**src/rtl/addsub_serial_if.sv**
```systemverilog
// Handshake and data bundle for the chunk-serial adder/subtractor.
// The master drives requests and takes results; the slave is the arithmetic unit.
interface addsub_serial_if #(
  parameter int WIDTH = 16
);
  logic             in_valid;
  logic             in_ready;
  logic [1:0]       op;
  logic [WIDTH-1:0] a;
  logic [WIDTH-1:0] b;
  logic             acc_clr;
  logic             out_valid;
  logic             out_ready;
  logic [WIDTH-1:0] result;
  logic             cb;
  logic             ovf;
  logic             zero;
  logic [WIDTH-1:0] acc;

  modport master (
    output in_valid, op, a, b, acc_clr, out_ready,
    input  in_ready, out_valid, result, cb, ovf, zero, acc
  );

  modport slave (
    input  in_valid, op, a, b, acc_clr, out_ready,
    output in_ready, out_valid, result, cb, ovf, zero, acc
  );
endinterface

```
**src/rtl/addsub_serial.sv**
```systemverilog
// Multi-cycle adder/subtractor with an accumulator. The operation is processed
// CHUNK bits per cycle from the LSB upward, so only a CHUNK-bit carry chain is needed.
// Flags (unsigned carry/borrow, signed overflow, zero) and optional unsigned
// saturation are resolved as the last chunk completes.
module addsub_serial #(
  parameter int WIDTH    = 16,
  parameter int CHUNK    = 4,
  parameter int SATURATE = 0
) (
  input  logic           clk,
  input  logic           rst_n,
  addsub_serial_if.slave bus
);

  localparam int N   = WIDTH / CHUNK;
  localparam int CW  = (N > 1) ? $clog2(N) : 1;
  localparam int MSB = WIDTH - 1;

  typedef enum logic [1:0] {IDLE, BUSY, DONE} state_t;

  state_t           state_q;
  logic [WIDTH-1:0] x_q, y_q, sum_q, result_q, acc_q;
  logic             carry_q;
  logic [CW-1:0]    cnt_q;
  logic [1:0]       op_q;
  logic             out_valid_q, cb_q, ovf_q, zero_q;

  int unsigned      lsb;
  logic [CHUNK:0]   chunk_d;
  logic [WIDTH-1:0] sum_d, final_d;
  logic             cb_d, ovf_d;

  // Current chunk sum plus the full-width result and flags it would complete.
  always_comb begin
    lsb     = int'(cnt_q) * CHUNK;
    chunk_d = {1'b0, x_q[lsb +: CHUNK]} + {1'b0, y_q[lsb +: CHUNK]}
            + {{CHUNK{1'b0}}, carry_q};
    sum_d   = sum_q;
    sum_d[lsb +: CHUNK] = chunk_d[CHUNK-1:0];
    // Subtract inverts the raw carry so cb reads as a borrow.
    cb_d    = op_q[0] ^ chunk_d[CHUNK];
    ovf_d   = (x_q[MSB] == y_q[MSB]) && (sum_d[MSB] != x_q[MSB]);
    final_d = sum_d;
    if ((SATURATE != 0) && cb_d) begin
      final_d = op_q[0] ? '0 : '1;
    end
  end

  // Control FSM, operand capture, chunk accumulation and registered outputs.
  always_ff @(posedge clk or negedge rst_n) begin
    if (!rst_n) begin
      state_q     <= IDLE;
      x_q         <= '0;
      y_q         <= '0;
      sum_q       <= '0;
      result_q    <= '0;
      acc_q       <= '0;
      carry_q     <= 1'b0;
      cnt_q       <= '0;
      op_q        <= 2'b00;
      out_valid_q <= 1'b0;
      cb_q        <= 1'b0;
      ovf_q       <= 1'b0;
      zero_q      <= 1'b0;
    end else begin
      unique case (state_q)
        IDLE: begin
          if (bus.acc_clr) begin
            acc_q <= '0;
          end
          if (bus.in_valid) begin
            op_q    <= bus.op;
            // A clear in the accept cycle applies before the accumulator is read.
            x_q     <= bus.op[1] ? (bus.acc_clr ? '0 : acc_q) : bus.a;
            y_q     <= bus.op[0] ? ~bus.b : bus.b;
            carry_q <= bus.op[0];
            cnt_q   <= '0;
            sum_q   <= '0;
            state_q <= BUSY;
          end
        end
        BUSY: begin
          sum_q   <= sum_d;
          carry_q <= chunk_d[CHUNK];
          if (cnt_q == CW'(N - 1)) begin
            state_q     <= DONE;
            result_q    <= final_d;
            cb_q        <= cb_d;
            ovf_q       <= ovf_d;
            zero_q      <= (final_d == '0);
            out_valid_q <= 1'b1;
            if (op_q[1]) begin
              acc_q <= final_d;
            end
          end else begin
            cnt_q <= cnt_q + 1'b1;
          end
        end
        DONE: begin
          if (bus.out_ready) begin
            out_valid_q <= 1'b0;
            state_q     <= IDLE;
          end
        end
        default: state_q <= IDLE;
      endcase
    end
  end

  assign bus.in_ready  = (state_q == IDLE);
  assign bus.out_valid = out_valid_q;
  assign bus.result    = result_q;
  assign bus.cb        = cb_q;
  assign bus.ovf       = ovf_q;
  assign bus.zero      = zero_q;
  assign bus.acc       = acc_q;

endmodule

```
**src/flat_wrapper.sv**
```systemverilog
// flat-port wrapper written by rule: the top's interface ports become plain ports
module addsub_serial_flat 
#(
  parameter int WIDTH    = 16,
  parameter int CHUNK    = 4,
  parameter int SATURATE = 0
)
  (clk, rst_n, bus_in_valid, bus_op, bus_a, bus_b, bus_acc_clr, bus_out_ready, bus_in_ready, bus_out_valid, bus_result, bus_cb, bus_ovf, bus_zero, bus_acc);
  addsub_serial_if #(.WIDTH(WIDTH)) bus_i ();
  input  logic clk;
  input  logic rst_n;
  input wire logic [$bits(bus_i.in_valid)-1:0] bus_in_valid;
  input wire logic [$bits(bus_i.op)-1:0] bus_op;
  input wire logic [$bits(bus_i.a)-1:0] bus_a;
  input wire logic [$bits(bus_i.b)-1:0] bus_b;
  input wire logic [$bits(bus_i.acc_clr)-1:0] bus_acc_clr;
  input wire logic [$bits(bus_i.out_ready)-1:0] bus_out_ready;
  output wire logic [$bits(bus_i.in_ready)-1:0] bus_in_ready;
  output wire logic [$bits(bus_i.out_valid)-1:0] bus_out_valid;
  output wire logic [$bits(bus_i.result)-1:0] bus_result;
  output wire logic [$bits(bus_i.cb)-1:0] bus_cb;
  output wire logic [$bits(bus_i.ovf)-1:0] bus_ovf;
  output wire logic [$bits(bus_i.zero)-1:0] bus_zero;
  output wire logic [$bits(bus_i.acc)-1:0] bus_acc;
  assign bus_i.in_valid = bus_in_valid;
  assign bus_i.op = bus_op;
  assign bus_i.a = bus_a;
  assign bus_i.b = bus_b;
  assign bus_i.acc_clr = bus_acc_clr;
  assign bus_i.out_ready = bus_out_ready;
  assign bus_in_ready = bus_i.in_ready;
  assign bus_out_valid = bus_i.out_valid;
  assign bus_result = bus_i.result;
  assign bus_cb = bus_i.cb;
  assign bus_ovf = bus_i.ovf;
  assign bus_zero = bus_i.zero;
  assign bus_acc = bus_i.acc;
  addsub_serial #(.WIDTH(WIDTH), .CHUNK(CHUNK), .SATURATE(SATURATE)) u_core (.clk(clk), .rst_n(rst_n), .bus(bus_i));
endmodule
```
**config.mk**
```make
export PLATFORM = sky130hd
export DESIGN_NAME = addsub_serial_flat
export DESIGN_NICKNAME = d
export VERILOG_FILES = /design/src/rtl/addsub_serial_if.sv /design/src/rtl/addsub_serial.sv /design/src/flat_wrapper.sv
export SDC_FILE = /design/constraint.sdc
export NUM_CORES = 1
export LEC_CHECK = 0
export CORE_ASPECT_RATIO = 1.25
export CORE_UTILIZATION = 53
export DETAILED_ROUTE_END_ITERATION = 16
export PLACE_DENSITY = 0.8
export SLEW_MARGIN = 10
export SYNTH_ARGS = -nofsm -noshare
export SYNTH_HDL_FRONTEND = slang
export SYNTH_SLANG_ARGS = --single-unit
```
**constraint.sdc**
```tcl
create_clock -name clk -period 3.4 [get_ports clk]
set_input_delay 0.34 -clock clk [delete_from_list [all_inputs] [get_ports clk]]
set_output_delay 0.34 -clock clk [all_outputs]
set_load 0.01 [all_outputs]
```
==> results of run 1 <==
==> flip-flops by register name, summed over array words and instances (netlist names) <==
signal and count:
u_core.bus.acc 16, u_core.carry_q 1, u_core.bus.out_valid 1, u_core.op_q 2, u_core.x_q 16, u_core.sum_q 16
u_core.bus.cb 1, u_core.bus.result 16, u_core.y_q 16, u_core.bus.ovf 1, u_core.cnt_q 2, u_core.state_q 2
u_core.bus.zero 1
==> per-stage QoR <==
stage | util, % | cells | instance area [µm²] | hold slack [ps]
6_report | 69.1 | 612 | 5480 | 477
5_1_grt | 69.1 | 612 | 5480 | 508
4_1_cts | 68.7 | 610 | 5440 | 228
3_5_place_dp | 66.0 | 594 | 5230 | 465
3_3_place_gp | 66.0 | 594 | 5230 | 462
2_1_floorplan | - | 443 | 4430 | 44.4
==> layer usage <==
layer | up-vias | routed length, µm
li1 | 1676 | -
met1 | 1746 | 4570
met2 | 131 | 5450
met3 | 17 | 642
met4 | 0 | 204
met5 | - | 0
==> worst max-delay path, delay by kind of cell (launching register included) <==
| kind | cells | cell delay [ps] |
|---|---|---|
| fa+ha+maj | 2 | 880 |
| flops | 1 | 580 |
| mux | 1 | 580 |
| simple gates | 2 | 440 |
| compound gates | 2 | 430 |
| buf+inv | 1 | 80 |
==> path summary, 6_finish.rpt <==
path	startpoint	depth (start not counted)	endpoint
min in group clk	u_core.y_q[11]	2	u_core.y_q[11]
max	u_core.cnt_q[0]	8	u_core.bus.zero
min reg2reg	u_core.y_q[11]	2	u_core.y_q[11]
max in group asynchronous	rst_n	3	u_core.x_q[5]
max reg2reg	u_core.cnt_q[0]	8	u_core.bus.zero
min	rst_n	2	u_core.bus.result[15]
==> kinds of logic after synthesis <==
kind of cell	share of synthesized area, %
fa+ha+maj	3.45
buf+inv	3.90
simple gates	17.4
xor+xnor	3.56
mux	4.55
flops	51.4
compound gates	15.7
==> layout make-up <==
| class | count | area (µm²) | area share [%] |
|---|---|---|---|
| Clock buffer | 11 | 151 | 2.76 |
| Clock inverter | 5 | 61.3 | 1.12 |
| Inverter | 10 | 37.5 | 0.685 |
| Multi-Input combinational cell | 314 | 1980 | 36.2 |
| Sequential cell | 91 | 2280 | 41.5 |
| Tap cell | 95 | 119 | 2.17 |
| Timing Repair Buffer | 86 | 853 | 15.6 |
==> placed cells by master, fill, tap and decap left out, types with 8 or more instances in the layout <==
cell type,instances
a221oi_1,15
nand2_1,63
dfrtp_1,91
nor2_1,40
ha_1,9
inv_1,9
xnor2_1,18
clkdlybuf4s50_1,74
nand3_1,19
o21ai_1,15
o21ai_0,57
clkbuf_8,11
mux4_2,8
nor2b_1,16
buf_4,10
==> where the power goes <==
| group | switching (mW) | internal [mW] | leakage [nW] | total [mW] |
|---|---|---|---|---|
| registers | 0.302 | 1.49 | 1.18 | 1.79 |
| clock network | 0.382 | 0.381 | 0.0978 | 0.763 |
| logic | 1.52 | 1.11 | 1.05 | 2.63 |
==> results.md, run 1 <==
- Run status: finished, final reports clean
- Wirelength per Cell: between 15 and 20 µm
- Crit path capture type: flop
- CTS resizes: 0
- Critical path class: flop to flop
- Met1 usage: 37.9%
- I/O pin cnt: 76
- Mapped Cells: 443
- Post-DP HPWL: 7850 µm
- FF-to-FF setup slack: approximately 300 ps
- Dominant cell type by area after synthesis: dfrtp_1
- GPL Wtd Cong: roughly 0.97
- Most frequent cell after synthesis: dfrtp_1
- DRT iter0 DRCs: 295
- Slew @ Worst Pin: between 1000 and 1500 ps
- Clock buffer count from CTS: 9
- Post-route ant nets: 0
- Worst Path Required: 3650 ps
- Fmax: 323 MHz
- Fin nets: between 500 and 600
- CTS tree: done
- Slowest CP cell: dfrtp_1
- Synth async-reset ratio: 100%
- Unrepaired setup endpoints after global routing: false
- Vias after detailed routing: 3,570
- Syn Area/Cell: 10.0 µm²
- Cts hold-fix bufs: 0
- N_diodes: 0
- CP arrival: 3350 ps
- CTS sink count: 91
- Post-route DRC violation count: 0
- Mapped cell area: between 4000 and 5000 µm²
- Final Critical Period: a little over 3000 ps
- VDD IR max: 502 µV
- Met2 GRT Util: 43.2%
- Leak: 2.33 nW
- Number of synthesized flops with an enable pin: 0
- Max-Cap Viols: 0
- Fin Setup TNS: 0 ps
- Fin Clk Skew: 11.0 ps
- Die area: 8730 µm²
- Setup crit start kind: flop
- Commonest cells post-synth: dfrtp_1 (91), nand2_1 (64), o21ai_0 (57)
- Die width: about 84 µm
- Final global-route overflow total: 0
- Final period util: 91.1%
- Final Hold Fails: 0
- Sequential area share after synthesis: 51.4%
- Area grow syn2layout: 23.8%
- Flip-flop and latch count after synthesis: 91
- First-pass GRT wire length: 18,300 µm
- Class of the worst hold path: input pin to asynchronous set/reset pin
- Slew headroom: 23.3%
- Total GRT Usage: a little over a quarter
- Maximum buffer depth of the clock tree: 2
- Die Y: 104 µm
- Post-CTS setup buffer count: 0
- Yosys top cell area share: 51.4%
- Final setup viols: 0
- Vias/cell: 5.83
- Area contributors post-synth: dfrtp_1 (51%), o21ai_0 (6.4%), nand2_1 (5.4%)
- Yosys Warn Count: 0
- Pwr Density: about 950 nW/µm²
- Crit Path Max Fanout: 7
- Most frequent cell on the critical path: fa_1
- Initial Util: 55.9%
- CTS H-Tree Depth: 3
- Area of the core: 7930 µm²
- Setup ws final: just over 300 ps
- Clk slew on worst S/H paths: 90 ps
- Routing usage on met3: between 5 and 6%
- CP cell instances: mux4_2 > fa_1 > inv_1 > fa_1 > nor2_1 > a41oi_1 > and4_1 > a32o_2
- Most Crowded Layer GR: met2
- Post-synthesis cell type count: 47
- Routed WL: 10,900 µm
- Slowest stage delay, CP: 580 ps
- Initial antenna violation count: 0
- Synth Flop Type: dfrtp_1
- Drt first pass iters: 5
- Clock Latency Late Sink: 360 ps
- Core Rows: 36
- Vias in the first global route: roughly 3,500
- PortBufs: 75
- Largest net degree at the start of global routing: 92
- Slew Viols, Final: 0
- Layout cell share with drive strength beyond 1: 9.28%
- Total power: between 5 and 6 mW
- Clock Tree Root: clkbuf_8
- Post-Syn Nets: between 400 and 500
- Number of fill cells: 627
- Worst slack at placement: 323 ps
Note: power is estimated with default switching activity, not from simulation.
==> inputs of run 2 (changes only) <==
- RECOVER_POWER: not set -> 25
==> run 2 against run 1 <==
Power shrank 0.14%. Routed wire length up 0.24%. Highest routed layer unchanged. Critical endpoint unchanged. Setup slack worse by 2.4 ps. The flow now finishes with violations (max-capacitance violations, max-slew violations). Core utilization is 0.30 points lower.
==> results.md, run 2 (synthesis results as in run 1) <==
- Post-route ant nets: 0 (unchanged)
- Most Crowded Layer GR: met2
- Worst Path Required: 3650 ps (about the same)
- Pwr Density: 949 nW/µm² (+0.29%)
- Commonest non-fill, non-tap cell in the layout: dfrtp_1
- Largest net degree at the start of global routing: 92 (unchanged)
- Vias in the first global route: 3,531 (unchanged)
- Clk slew on worst S/H paths: 80 ps (about the same)
- Routed WL: 10,900 µm (+0.24%)
- I/O pin cnt: 76 (unchanged)
- Die Y: 104 µm (unchanged)
- CTS tree: done
- Crit Path Max Fanout: 7 (unchanged)
- Crit path capture type: flop
- CTS resizes: 0 (unchanged)
- CTS sink count: 91 (unchanged)
- Fin Clk Skew: 11.1 ps (+0.0523 ps)
- CP arrival: 3350 ps (about the same)
- Fin Setup TNS: 0 ps (unchanged)
- Layout cell share with drive strength beyond 1: 9.09% (-0.19 points)
- Die area: 8730 µm² (unchanged)
- Area grow syn2layout: 23.2%
- VDD IR max: 503 µV (about the same)
- Max-Cap Viols: 1 (+1)
- Fin nets: 562 (unchanged)
- Fmax: 323 MHz (about the same)
- Wirelength per Cell: 17.8 µm (+0.24%)
- Total GRT Usage: 27.1% (unchanged)
- Run status: finished with violations
- Maximum buffer depth of the clock tree: 2 (unchanged)
- Critical path class: flop to flop
- Met1 usage: 37.9% (unchanged)
- Die width: 83.8 µm (unchanged)
- Clock Tree Root: clkbuf_8
- Leak: 2.32 nW (-0.50%)
- Slew @ Worst Pin: 1990 ps (+841 ps)
- Unrepaired setup endpoints after global routing: false
- DRT iter0 DRCs: 237 (-20%)
- Vias/cell: 5.87 (+0.62%)
- Clock Latency Late Sink: 360 ps (about the same)
- Final Hold Fails: 0 (unchanged)
- Slew Viols, Final: 39 (+39)
- First-pass GRT wire length: 18,300 µm (unchanged)
- Final period util: 91.1% (about the same)
- Drt first pass iters: 5 (unchanged)
- Final Critical Period: 3100 ps (+2.38 ps)
- Post-route DRC violation count: 0 (unchanged)
- Area of the core: 7930 µm² (unchanged)
- Setup crit start kind: flop
- Cts hold-fix bufs: 0 (unchanged)
- Vias after detailed routing: 3,592 (+0.62%)
- Post-CTS setup buffer count: 0 (unchanged)
- PortBufs: 75 (unchanged)
- Post-DP HPWL: 7850 µm (unchanged)
- GPL Wtd Cong: 0.971 (unchanged)
- Final core occ: 68.8% (-0.30 points)
- Failing checks: max-capacitance violations, max-slew violations
- Number of fill cells: 628 (+0.16%)
- Core Rows: 36 (unchanged)
- Met2 GRT Util: 43.2% (unchanged)
- Initial Util: 55.9% (unchanged)
- Class of the worst hold path: flop to flop
- CTS H-Tree Depth: 3 (unchanged)
- Initial antenna violation count: 0 (unchanged)
- N_diodes: 0 (unchanged)
- Leading cell types in the layout, fill and taps excluded: dfrtp_1 (91), clkdlybuf4s50_1 (74), nand2_1 (63)
- Clock buffer count from CTS: 9 (unchanged)
- Final global-route overflow total: 0 (unchanged)
- Final setup viols: 0 (unchanged)
- Slew headroom: -32.5% (-56 points)
- Routing usage on met3: 5.32% (unchanged)
==> run 2: changes by cell type in the layout (fill, tap and decap cells not counted), sizes merged <==
cell and change:
clkbuf +2, buf -2
==> run 2: area by class of cell <==
| cell class | count | area (µm²) | share of cell area (%) |
|---|---|---|---|
| Sequential cell | 91 | 2280 | 41.7 |
| Inverter | 10 | 37.5 | 0.688 |
| Timing Repair Buffer | 86 | 830 | 15.2 |
| Clock buffer | 11 | 151 | 2.77 |
| Tap cell | 95 | 119 | 2.18 |
| Clock inverter | 5 | 61.3 | 1.12 |
| Multi-Input combinational cell | 314 | 1980 | 36.3 |
==> run 2: metrics by stage <==
| step | hold slack [ps] | total power [mW] | std cells | setup slack [ps] | instance area (µm²) |
|---|---|---|---|---|---|
| 2_1_floorplan | 44.4 | 3.56 | 443 | 347 | 4430 |
| 3_3_place_gp | 462 | 4.32 | 594 | 375 | 5230 |
| 3_5_place_dp | 465 | 4.42 | 594 | 323 | 5230 |
| 4_1_cts | 228 | 5.17 | 610 | 296 | 5440 |
| 5_1_grt | 524 | 5.59 | 612 | 84.6 | 5460 |
| 6_report | 480 | 5.18 | 612 | 302 | 5460 |
==> run 2: layer usage <==
| layer | vias to the layer above | part of all wire, % |
|---|---|---|
| li1 | 1676 | - |
| met1 | 1749 | 42 |
| met2 | 149 | 50 |
| met3 | 18 | 5.7 |
| met4 | 0 | 2.0 |
| met5 | - | 0 |
==> run 2: worst paths after layout <==
check / start / endpoint / slack [ps] / depth (start not counted)
hold reg to reg: u_core.y_q[11] / u_core.y_q[11] / 480 / 2
setup / recovery: u_core.cnt_q[0] / u_core.bus.zero / 300 / 8
min in group asynchronous: rst_n / u_core.bus.result[15] / 1070 / 2
max in group asynchronous: rst_n / u_core.x_q[13] / 590 / 3
hold / removal: u_core.y_q[11] / u_core.y_q[11] / 480 / 2
setup reg to reg: u_core.cnt_q[0] / u_core.bus.zero / 300 / 8
==> run 2: worst max-delay path: stages, from the launching register on <==
cell     delay [ps]
dfrtp_1         570
mux4_2          580
fa_1            450
inv_1            80
fa_1            440
nor2_1          220
a41oi_1         170
and4_1          220
a32o_2          250
==> run 2: power by group <==
group	switching (mW)	internal (mW)	leakage, nW
Combinational	1.52	1.11	1.04
Sequential	0.304	1.49	1.18
Clock	0.381	0.381	0.0978
==> inputs of run 3 (changes only) <==
- CORE_ASPECT_RATIO: 1.25 -> 0.8
==> run 3 against run 2 <==
The flow still finishes with violations (max-capacitance violations, max-slew violations). Maximum frequency rose by 2.8%. Register-to-register slack better by 80 ps. Clock power is 3.5% higher. Combinational power about the same. Core utilization down 0.49 points. Critical path type unchanged. Critical endpoint unchanged.
==> results.md, run 3 (synthesis results as in run 1) <==
- Run status: finished with violations
- Failing checks: max-capacitance violations, max-slew violations
- Post-DP HPWL: 7920 µm (+0.96%)
- Max-Cap Viols: 1 (unchanged)
- Final Hold Fails: 0 (unchanged)
- Routed WL: 11,400 µm (+4.2%)
- Slowest CP cell: mux4_2
- Vias after detailed routing: 3,626 (+0.95%)
- Most Crowded Layer GR: met2
- Logic pwr share: 50.6% (about the same)
- Switching Share: 42.5% (about the same)
- Cell family with most CP delay: multiplexers
- Initial antenna violation count: 0 (unchanged)
- CTS H-Tree Depth: 3 (unchanged)
- First-pass GRT wire length: 18,800 µm (+2.9%)
- Clk slew on worst S/H paths: 90 ps (about the same)
- Routing usage on met3: 7.73% (+2.4 points)
- N_diodes: 0 (unchanged)
- CTS sink count: 91 (unchanged)
- Setup crit start kind: flop
- Initial Util: 55.2% (-0.64 points)
- Layout cell share with drive strength beyond 1: 8.35% (-0.74 points)
- Total GRT Usage: 28.2% (+1.1 points)
- Crit path capture type: flop
- FF-to-FF setup slack: 390 ps (+80 ps)
- VDD IR max: 419 µV (-17%)
- Slowest stage delay, CP: 550 ps (-30 ps)
- Commonest non-fill, non-tap cell in the layout: dfrtp_1
- Pwr Density: 955 nW/µm² (+0.62%)
- Core Rows: 29 (-19%)
- Crit Path Max Fanout: 18 (+11)
- Worst R2R Start: u_core.cnt_q[0]
- CP cell instances: buf_4 > mux4_2 > ha_1 > xnor2_1 > a22oi_1 > and4_1 > a32o_2
- Largest net degree at the start of global routing: 92 (unchanged)
- Die area: 8730 µm² (unchanged)
- Met1 usage: 40.0% (+2.1 points)
- WHS Endpoint: u_core.bus.result[0]
- Clock buffer count from CTS: 9 (unchanged)
- Final Critical Period: 3010 ps (-84.3 ps)
- I/O pin cnt: 76 (unchanged)
- Number of fill cells: 638 (+1.6%)
- Area of the core: 8020 µm² (+1.2%)
- Clock Tree Root: clkbuf_8
- CTS tree: done
- Wirelength per Cell: 18.2 µm (+2.4%)
- Clock Latency Late Sink: 370 ps (about the same)
- Vias in the first global route: 3,606 (+2.1%)
- Die Y: 83.8 µm (-20%)
- Final period util: 88.6% (-2.5 points)
- Hold path depth: 2 (unchanged)
- Fin Clk Skew: 8.09 ps (-3.01 ps)
- Fin nets: 561 (-0.18%)
- Buf/Inv on CP: 1 (unchanged)
- Post-route ant nets: 0 (unchanged)
- R2r worst-path depth: 7 (-1)
- Final core occ: 68.4% (-0.49 points)
- Final setup viols: 0 (unchanged)
- Drt first pass iters: 7 (+2)
- GPL Wtd Cong: 0.836 (-14%)
- Leading cell types in the layout, fill and taps excluded: dfrtp_1 (91), clkdlybuf4s50_1 (74), nand2_1 (63)
- Worst Path Required: 3660 ps (about the same)
- Reg2reg end: u_core.bus.zero
- Unrepaired setup endpoints after global routing: false
- Slew headroom: -47.9% (-15 points)
- Fin Setup TNS: 0 ps (unchanged)
- Post-CTS setup buffer count: 0 (unchanged)
- CP arrival: 3280 ps (-70 ps)
- Fmax: 332 MHz (+2.8%)
- Met2 GRT Util: 43.5% (+0.31 points)
- Vias/cell: 5.82 (-0.84%)
- Maximum buffer depth of the clock tree: 2 (unchanged)
- Class of the worst hold path: flop to flop
- Clock Power Share: 15.1% (+0.4 points)
- Post-route DRC violation count: 0 (unchanged)
- NetSw: 2.23 mW (+1.1%)
- Sequential share of power: 34.4% (-0.2 points)
- Leak: 2.33 nW (+0.29%)
- Slew @ Worst Pin: 2220 ps (+231 ps)
- Hold Path Origin: u_core.bus.result[0]
- PortBufs: 75 (unchanged)
- Die width: 104 µm (+24%)
- Slew Viols, Final: 40 (+2.6%)
- Pint: 3.01 mW (+0.99%)
- Final global-route overflow total: 0 (unchanged)
- Area grow syn2layout: 23.8%
- Critical path class: flop to flop
- DRT iter0 DRCs: 189 (-20%)
## run 3: changes by cell type in the layout (fill, tap and decap cells not counted)
cell        before  now
buf_16           0    1
buf_4            9    8
bufinv_16        1    2
clkbuf_1         1    3
clkbuf_4         1    0
clkbuf_8        11    9
clkinvlp_4       3    1
## run 3: worst max-delay path by stage
stage,from,endpoint,cells past startpoint
CTS,u_core.cnt_q[0],u_core.bus.zero,7
global route,u_core.cnt_q[0],u_core.bus.zero,7
detailed placement,u_core.cnt_q[0],u_core.bus.zero,7
finish,u_core.cnt_q[0],u_core.bus.zero,7
floorplan,u_core.cnt_q[0],u_core.bus.zero,10
global placement,u_core.cnt_q[0],u_core.bus.zero,8
## run 3: area by class of cell
| class | count | area (µm²) | share of cell area (%) |
|---|---|---|---|
| Clock buffer | 11 | 131 | 2.40 |
| Clock inverter | 4 | 76.3 | 1.39 |
| Inverter | 10 | 37.5 | 0.685 |
| Multi-Input combinational cell | 314 | 1980 | 36.2 |
| Sequential cell | 91 | 2280 | 41.5 |
| Tap cell | 108 | 135 | 2.47 |
| Timing Repair Buffer | 85 | 842 | 15.4 |
## run 3: power groups by stage
stage	clock, mW	combinational [mW]	sequential (mW)
floorplan	0	1.83	1.73
global placement	0	2.53	1.79
detailed placement	0	2.63	1.80
CTS	0.797	2.64	1.79
global route	0.847	2.94	1.84
finish	0.789	2.65	1.80
## run 3: repair_timing
action,CTS,global route
hold buffers,0,1
gates resized for setup,0,0
endpoints found under the hold margin,0,34
## run 3: worst reg2reg max path: stages (launching register included)
cell and delay [ps]:
dfrtp_1 450, buf_4 310, mux4_2 550, ha_1 360
xnor2_1 490, a22oi_1 230, and4_1 260, a32o_2 250
## run 3: layer usage
metal  wire [µm]  up-vias
li1            -     1677
met3         846       12
met2        5320      132
met4         111        0
met1        5080     1805
met5           0        -
## run 3: stage by stage
step / hold WS (ps) / cell area [µm²] / power, mW / worst slack, ps / std cells
after floorplan: 44.4 / 4430 / 3.56 / 347 / 443
after global placement: 461 / 5240 / 4.32 / 545 / 606
after detailed placement: 471 / 5240 / 4.43 / 382 / 606
after CTS: 226 / 5450 / 5.22 / 383 / 621
after global routing: 525 / 5480 / 5.63 / 256 / 623
final: 486 / 5480 / 5.24 / 386 / 623
